**src/rtl/thumb_mem_arbiter.sv**
```systemverilog
// Shares one slow 32-bit memory port between Thumb fetch and data ports.
// Optional round-robin arbitration when ARB_FAIR_EN is defined.
module thumb_mem_arbiter #(
  parameter int WAIT_CYCLES = 3,
  parameter int WORD_SIZE   = 32,
  parameter int HWORD_SIZE  = 16
) (
  input  logic                  clk,
  input  logic                  reset,
  input  logic                  read_instruction_n,
  input  logic [WORD_SIZE-1:0]  instruction_address,
  output logic [HWORD_SIZE-1:0] instruction,
  output logic                  instr_ready,
  input  logic                  read_data_n,
  input  logic                  write_data_n,
  input  logic [WORD_SIZE-1:0]  data_address,
  input  logic [WORD_SIZE-1:0]  data_wdata,
  output logic [WORD_SIZE-1:0]  data_rdata,
  output logic                  data_ready,
  output logic                  mem_read_n,
  output logic                  mem_write_n,
  output logic [WORD_SIZE-1:0]  mem_address,
  output logic [WORD_SIZE-1:0]  mem_wdata,
  input  logic [WORD_SIZE-1:0]  mem_rdata,
  output logic                  proto_err
);

  typedef enum logic [2:0] {
    IDLE,
    IFETCH,
    DREAD,
    DWRITE,
    TURN
  } state_t;

  localparam logic [3:0] WAIT_INIT = 4'(WAIT_CYCLES - 1);

  state_t     state;
  logic [3:0] count;
  logic       hw_sel;
  logic       instr_req;
  logic       data_req;
  logic       grant_data;
  logic       unused_addr_bits;

  assign instr_req = !read_instruction_n;
  assign data_req  = !read_data_n || !write_data_n;
  assign unused_addr_bits = ^{data_address[1:0],
                              instruction_address[0]};

`ifdef ARB_FAIR_EN
  logic last_data;
  // on contention the side not served last wins
  assign grant_data = data_req && (!instr_req || !last_data);
`else
  assign grant_data = data_req;
`endif

  always_ff @(posedge clk) begin
    if (reset) begin
      state       <= IDLE;
      count       <= '0;
      hw_sel      <= 1'b0;
      mem_read_n  <= 1'b1;
      mem_write_n <= 1'b1;
      mem_address <= '0;
      mem_wdata   <= '0;
      instruction <= '0;
      data_rdata  <= '0;
      instr_ready <= 1'b0;
      data_ready  <= 1'b0;
      proto_err   <= 1'b0;
`ifdef ARB_FAIR_EN
      last_data   <= 1'b0;
`endif
    end else begin
      instr_ready <= 1'b0;
      data_ready  <= 1'b0;
      if (!read_data_n && !write_data_n)
        proto_err <= 1'b1;
      unique case (state)
        IDLE: begin
          if (grant_data) begin
            mem_address <= {data_address[WORD_SIZE-1:2], 2'b00};
            count       <= WAIT_INIT;
`ifdef ARB_FAIR_EN
            last_data   <= 1'b1;
`endif
            if (!write_data_n) begin
              mem_wdata   <= data_wdata;
              mem_write_n <= 1'b0;
              state       <= DWRITE;
            end else begin
              mem_read_n  <= 1'b0;
              state       <= DREAD;
            end
          end else if (instr_req) begin
            mem_address <= {instruction_address[WORD_SIZE-1:2],
                            2'b00};
            hw_sel      <= instruction_address[1];
            count       <= WAIT_INIT;
            mem_read_n  <= 1'b0;
            state       <= IFETCH;
`ifdef ARB_FAIR_EN
            last_data   <= 1'b0;
`endif
          end
        end
        IFETCH, DREAD, DWRITE: begin
          if (count == 4'd0) begin
            mem_read_n  <= 1'b1;
            mem_write_n <= 1'b1;
            state       <= TURN;
            if (state == IFETCH) begin
              instr_ready <= 1'b1;
              instruction <= hw_sel
                ? mem_rdata[WORD_SIZE-1 -: HWORD_SIZE]
                : mem_rdata[HWORD_SIZE-1:0];
            end else begin
              data_ready <= 1'b1;
              if (state == DREAD)
                data_rdata <= mem_rdata;
            end
          end else begin
            count <= count - 4'd1;
          end
        end
        TURN: state <= IDLE;
        default: state <= IDLE;
      endcase
    end
  end

endmodule

```
**config.mk**
```make
export PLATFORM = sky130hd
export DESIGN_NAME = thumb_mem_arbiter
export DESIGN_NICKNAME = d
export VERILOG_FILES = /design/src/rtl/thumb_mem_arbiter.sv
export SDC_FILE = /design/constraint.sdc
export NUM_CORES = 1
export LEC_CHECK = 0
export BUFFER_PORTS_ARGS = -buffer_cell sky130_fd_sc_hd__buf_2
export CORE_ASPECT_RATIO = 2
export CORE_MARGIN = 3
export CORE_UTILIZATION = 42
export CTS_CLUSTER_DIAMETER = 60
export DETAILED_ROUTE_END_ITERATION = 6
export GPL_TIMING_DRIVEN = 0
export PLACE_DENSITY_LB_ADDON = 0.1
export SLEW_MARGIN = 20
export SYNTH_ARGS = -nofsm -noshare
export SYNTH_HDL_FRONTEND = slang
export SYNTH_SLANG_ARGS = --single-unit
export TNS_END_PERCENT = 5
```
**constraint.sdc**
```tcl
create_clock -name clk -period 1.6 [get_ports clk]
set_input_delay 0.4 -clock clk [delete_from_list [all_inputs] [get_ports clk]]
set_output_delay 0.4 -clock clk [all_outputs]
set_load 0.01 [all_outputs]
```
==> key figures <==
Die
  – Num rows: 56
  – Total Die Area: 13600 µm²
  – Initial Util: 0.432
  – Core area: 11800 µm²
  – Die Span Y: 162 µm
  – Io pins: 250
  – Die X: 84.0 µm

Critical path
  – Worst endpoint required time: 1.87 ns
  – Crit path launch type: flip-flop
  – Reg-to-Reg End: data_rdata[16]$_SDFFE_PP0P_
  – Crit-path max FO: 10
  – Worst reg2reg setup slack: -0.06 ns
  – R2R depth: 6
  – Beginning of the worst register-to-register path: count[1]$_SDFFE_PP0P_
  – Worst Setup End Kind: flip-flop
  – Worst Setup SP: count[1]$_SDFFE_PP0P_
  – Setup crit end: data_rdata[16]$_SDFFE_PP0P_
  – WS Path Type: flip-flop to flip-flop
  – WP data arrival: 1.93 ns

Layout
  – Final Util: 0.615
  – Fill cells: 1095
  – Layout cell share with drive strength beyond 1: 0.384
  – Commonest non-fill, non-tap cell in the layout: buf_2
  – Final antenna diode count: 0
  – Layout Nets: 1008
  – Most frequent cells in the layout: buf_2 (254), dfxtp_1 (121), a21oi_1 (114)
  – Area delta synth->final: 42.3%

Route
  – Vias: 5531
  – Initial drt markers: 282
  – DR DRC count: 0
  – DR WL/cell: 16.6 µm
  – Iteration count of the initial detailed-routing pass: 7
  – Post-DRT Antenna Nets: 0
  – DR vias/cell: 5.36
  – Final wirelength: 17100 µm

Power and ir drop
  – Worst ir drop on vdd: 1.59 mV
  – Comb pwr share: 0.407
  – Sequential share of power: 0.312
  – Net Sw Frac: 0.373
  – Sw Pwr: 5130 µW
  – Internal cell power: 8610 µW
  – Leakage power: 0.00324 µW
  – Clock power frac: 0.280
  – PD cells: 1890 nW/µm²

Global routing
  – First-pass GRT wire length: 26400 µm
  – Total track usage: 0.243
  – Gr ovfl total: 0
  – Antenna violations before repair: 0
  – Largest net degree at the start of global routing: 17
  – Vias in the first global route: 5373

Timing
  – Worst-margin pin slew: 0.588 ns
  – Max Fclk: 603 MHz
  – Min cycle time layout: 1.66 ns
  – Skew final: 0.00984 ns
  – Max-slew violations: 0
  – Final setup slack of the worst path: -0.0593 ns
  – RSZ-0062 raised after global routing: yes
  – Hold Slack: 0.222 ns
  – Endpoints failing hold: 0
  – Tcrit/Tclk final: 1.04
  – Max transition margin: 0.608
  – Endpoints failing setup: 26

Worst hold path
  – HP Class: input port to flip-flop

Clock network
  – Clock slew at reported path FFs: 0.06 ns
  – Clock Tree Buf Depth: 2
  – TritonCTS clock tree: yes
  – Cts bufs inserted: 17
  – Worst skew pair latency: 0.41 ns
  – CTS Root Cell: clkbuf_16
  – Htree depth: 4
  – Clock sink count: 123

Place
  – Placed wire-length estimate: 13400 µm
  – Input/output buffers: 241
  – GP Congestion: 0.863

Yosys
  – Yosys warning count: 0
  – Netlist Area Pre-Place: 5110 µm²
  – Post-synth EDFFs: 0
  – Seq/Total Area, Yosys: 0.481
  – Asr flop ratio synth: 0
  – Yosys cell types: 43
  – Synth Flop Type: dfxtp_1
  – Synth Area per Inst: 8.40 µm²
  – Synthesized instance count: 609
  – Yosys reg bits: 123

Flow run
  – Max cap viols: 0

Run status
  – Failing checks: setup timing
  – Outcome: finished with violations
## cells in the mapped netlist (2+ instances only)
library cell,instances,area (µm²)
o31ai_1,2,15.0
a21o_1,2,15.0
buf_2,24,120
clkbuf_1,37,139
nand2_1,96,360
a311oi_1,30,263
a21oi_1,114,571
a211oi_1,16,120
o21ai_1,19,95.1
ha_1,2,25.0
nor3b_1,2,15.0
a221o_1,2,20.0
nand3_1,66,330
nand2b_1,2,12.5
nor3_1,2,10.0
inv_1,3,11.3
dfxtp_1,123,2460
buf_4,2,15.0
nor2b_1,2,12.5
nor2_1,5,18.8
buf_6,5,56.3
or4b_1,3,30.0
o21ai_0,15,75.1
mux2i_1,16,160
## sequential cells by signal, indices dropped and copies added (netlist names)
signal and cells:
count 4, data_ready 1, data_rdata 32, state 3, mem_write_n 1, instruction 16, mem_read_n 1, mem_address 30
proto_err 1, hw_sel 1, mem_wdata 32, instr_ready 1
## cell families (layout without fill, tap and decap cells)
| family | Yosys count | count (layout) | synth area share |
|---|---|---|---|
| AND/OR/NAND/NOR | 189 | 190 | 0.175 |
| other | 1 | 2 | 0.000733 |
| multiplexers | 16 | 16 | 0.0313 |
| buffers and inverters | 72 | 347 | 0.0675 |
| flip-flops | 123 | 123 | 0.481 |
| adder cells (fa/ha/maj) | 2 | 2 | 0.00489 |
| AO/OA/AOI/OAI | 206 | 206 | 0.239 |
## final cells by class
class	instances	area, µm²	share of cell area
buffer	67	382	0.0524
clock buffer	20	467	0.0641
clock inverter	12	138	0.0189
inverter	3	11.3	0.00155
multi-input combinational	416	2400	0.329
sequential	123	2460	0.339
tap	145	181	0.0249
timing repair buffer	245	1240	0.170
## stage by stage
stage	TNS (ns)	power [µW]	worst slack, ns	instances	instance area (µm²)
finish	-0.944	13700	-0.0593	1031	7280
global route	-2.97	14600	-0.108	1031	7280
CTS	-0.698	13500	-0.0509	1029	7180
detailed placement	-17.32	9420	-0.288	996	6520
global placement	-13.75	9300	-0.238	996	6520
floorplan	0	7610	0.0143	610	5130
## metal layers
metal,global-route usage,vias up,wire [µm]
met5,0,-,0
met4,0.117,0,594
met3,0.0569,37,1040
met2,0.460,230,9440
met1,0.243,2555,6050
li1,-,2709,-
## power groups by stage
stage | sequential, µW | clock, µW | combinational [µW]
after floorplan | 4620 | 0 | 2990
after global placement | 4300 | 0 | 5010
after detailed placement | 4320 | 0 | 5100
after CTS | 4280 | 3900 | 5300
after global routing | 4370 | 4070 | 6110
final | 4290 | 3850 | 5600
## worst min-delay path by stage
| stage | from | to | cells after the start |
|---|---|---|---|
| 2_1_floorplan | count[1]$_SDFFE_PP0P_ | count[1]$_SDFFE_PP0P_ | 1 |
| 3_3_place_gp | mem_wdata[4]$_SDFFE_PP0P_ | mem_wdata[4]$_SDFFE_PP0P_ | 2 |
| 3_5_place_dp | mem_wdata[20]$_SDFFE_PP0P_ | mem_wdata[20]$_SDFFE_PP0P_ | 2 |
| 4_1_cts | data_wdata[4] | mem_wdata[4]$_SDFFE_PP0P_ | 3 |
| 5_1_grt | data_wdata[15] | mem_wdata[15]$_SDFFE_PP0P_ | 3 |
| 6_report | data_wdata[18] | mem_wdata[18]$_SDFFE_PP0P_ | 3 |
## what timing repair did
action,in CTS,in global routing
gates cloned,0,2
buffers inserted,2,1
hold buffers,0,0
setup endpoints to repair,99,92
hold endpoints to repair,0,0
pin swaps,7,14
gates resized for setup,22,39
## worst max-delay path: stages (launching register included)
cell     delay (ns)
dfxtp_2        0.33
inv_2          0.08
ha_4           0.16
or4b_4         0.55
buf_6          0.18
o21ai_1        0.14
a21oi_1        0.08
(Power assumes the default switching activity.)
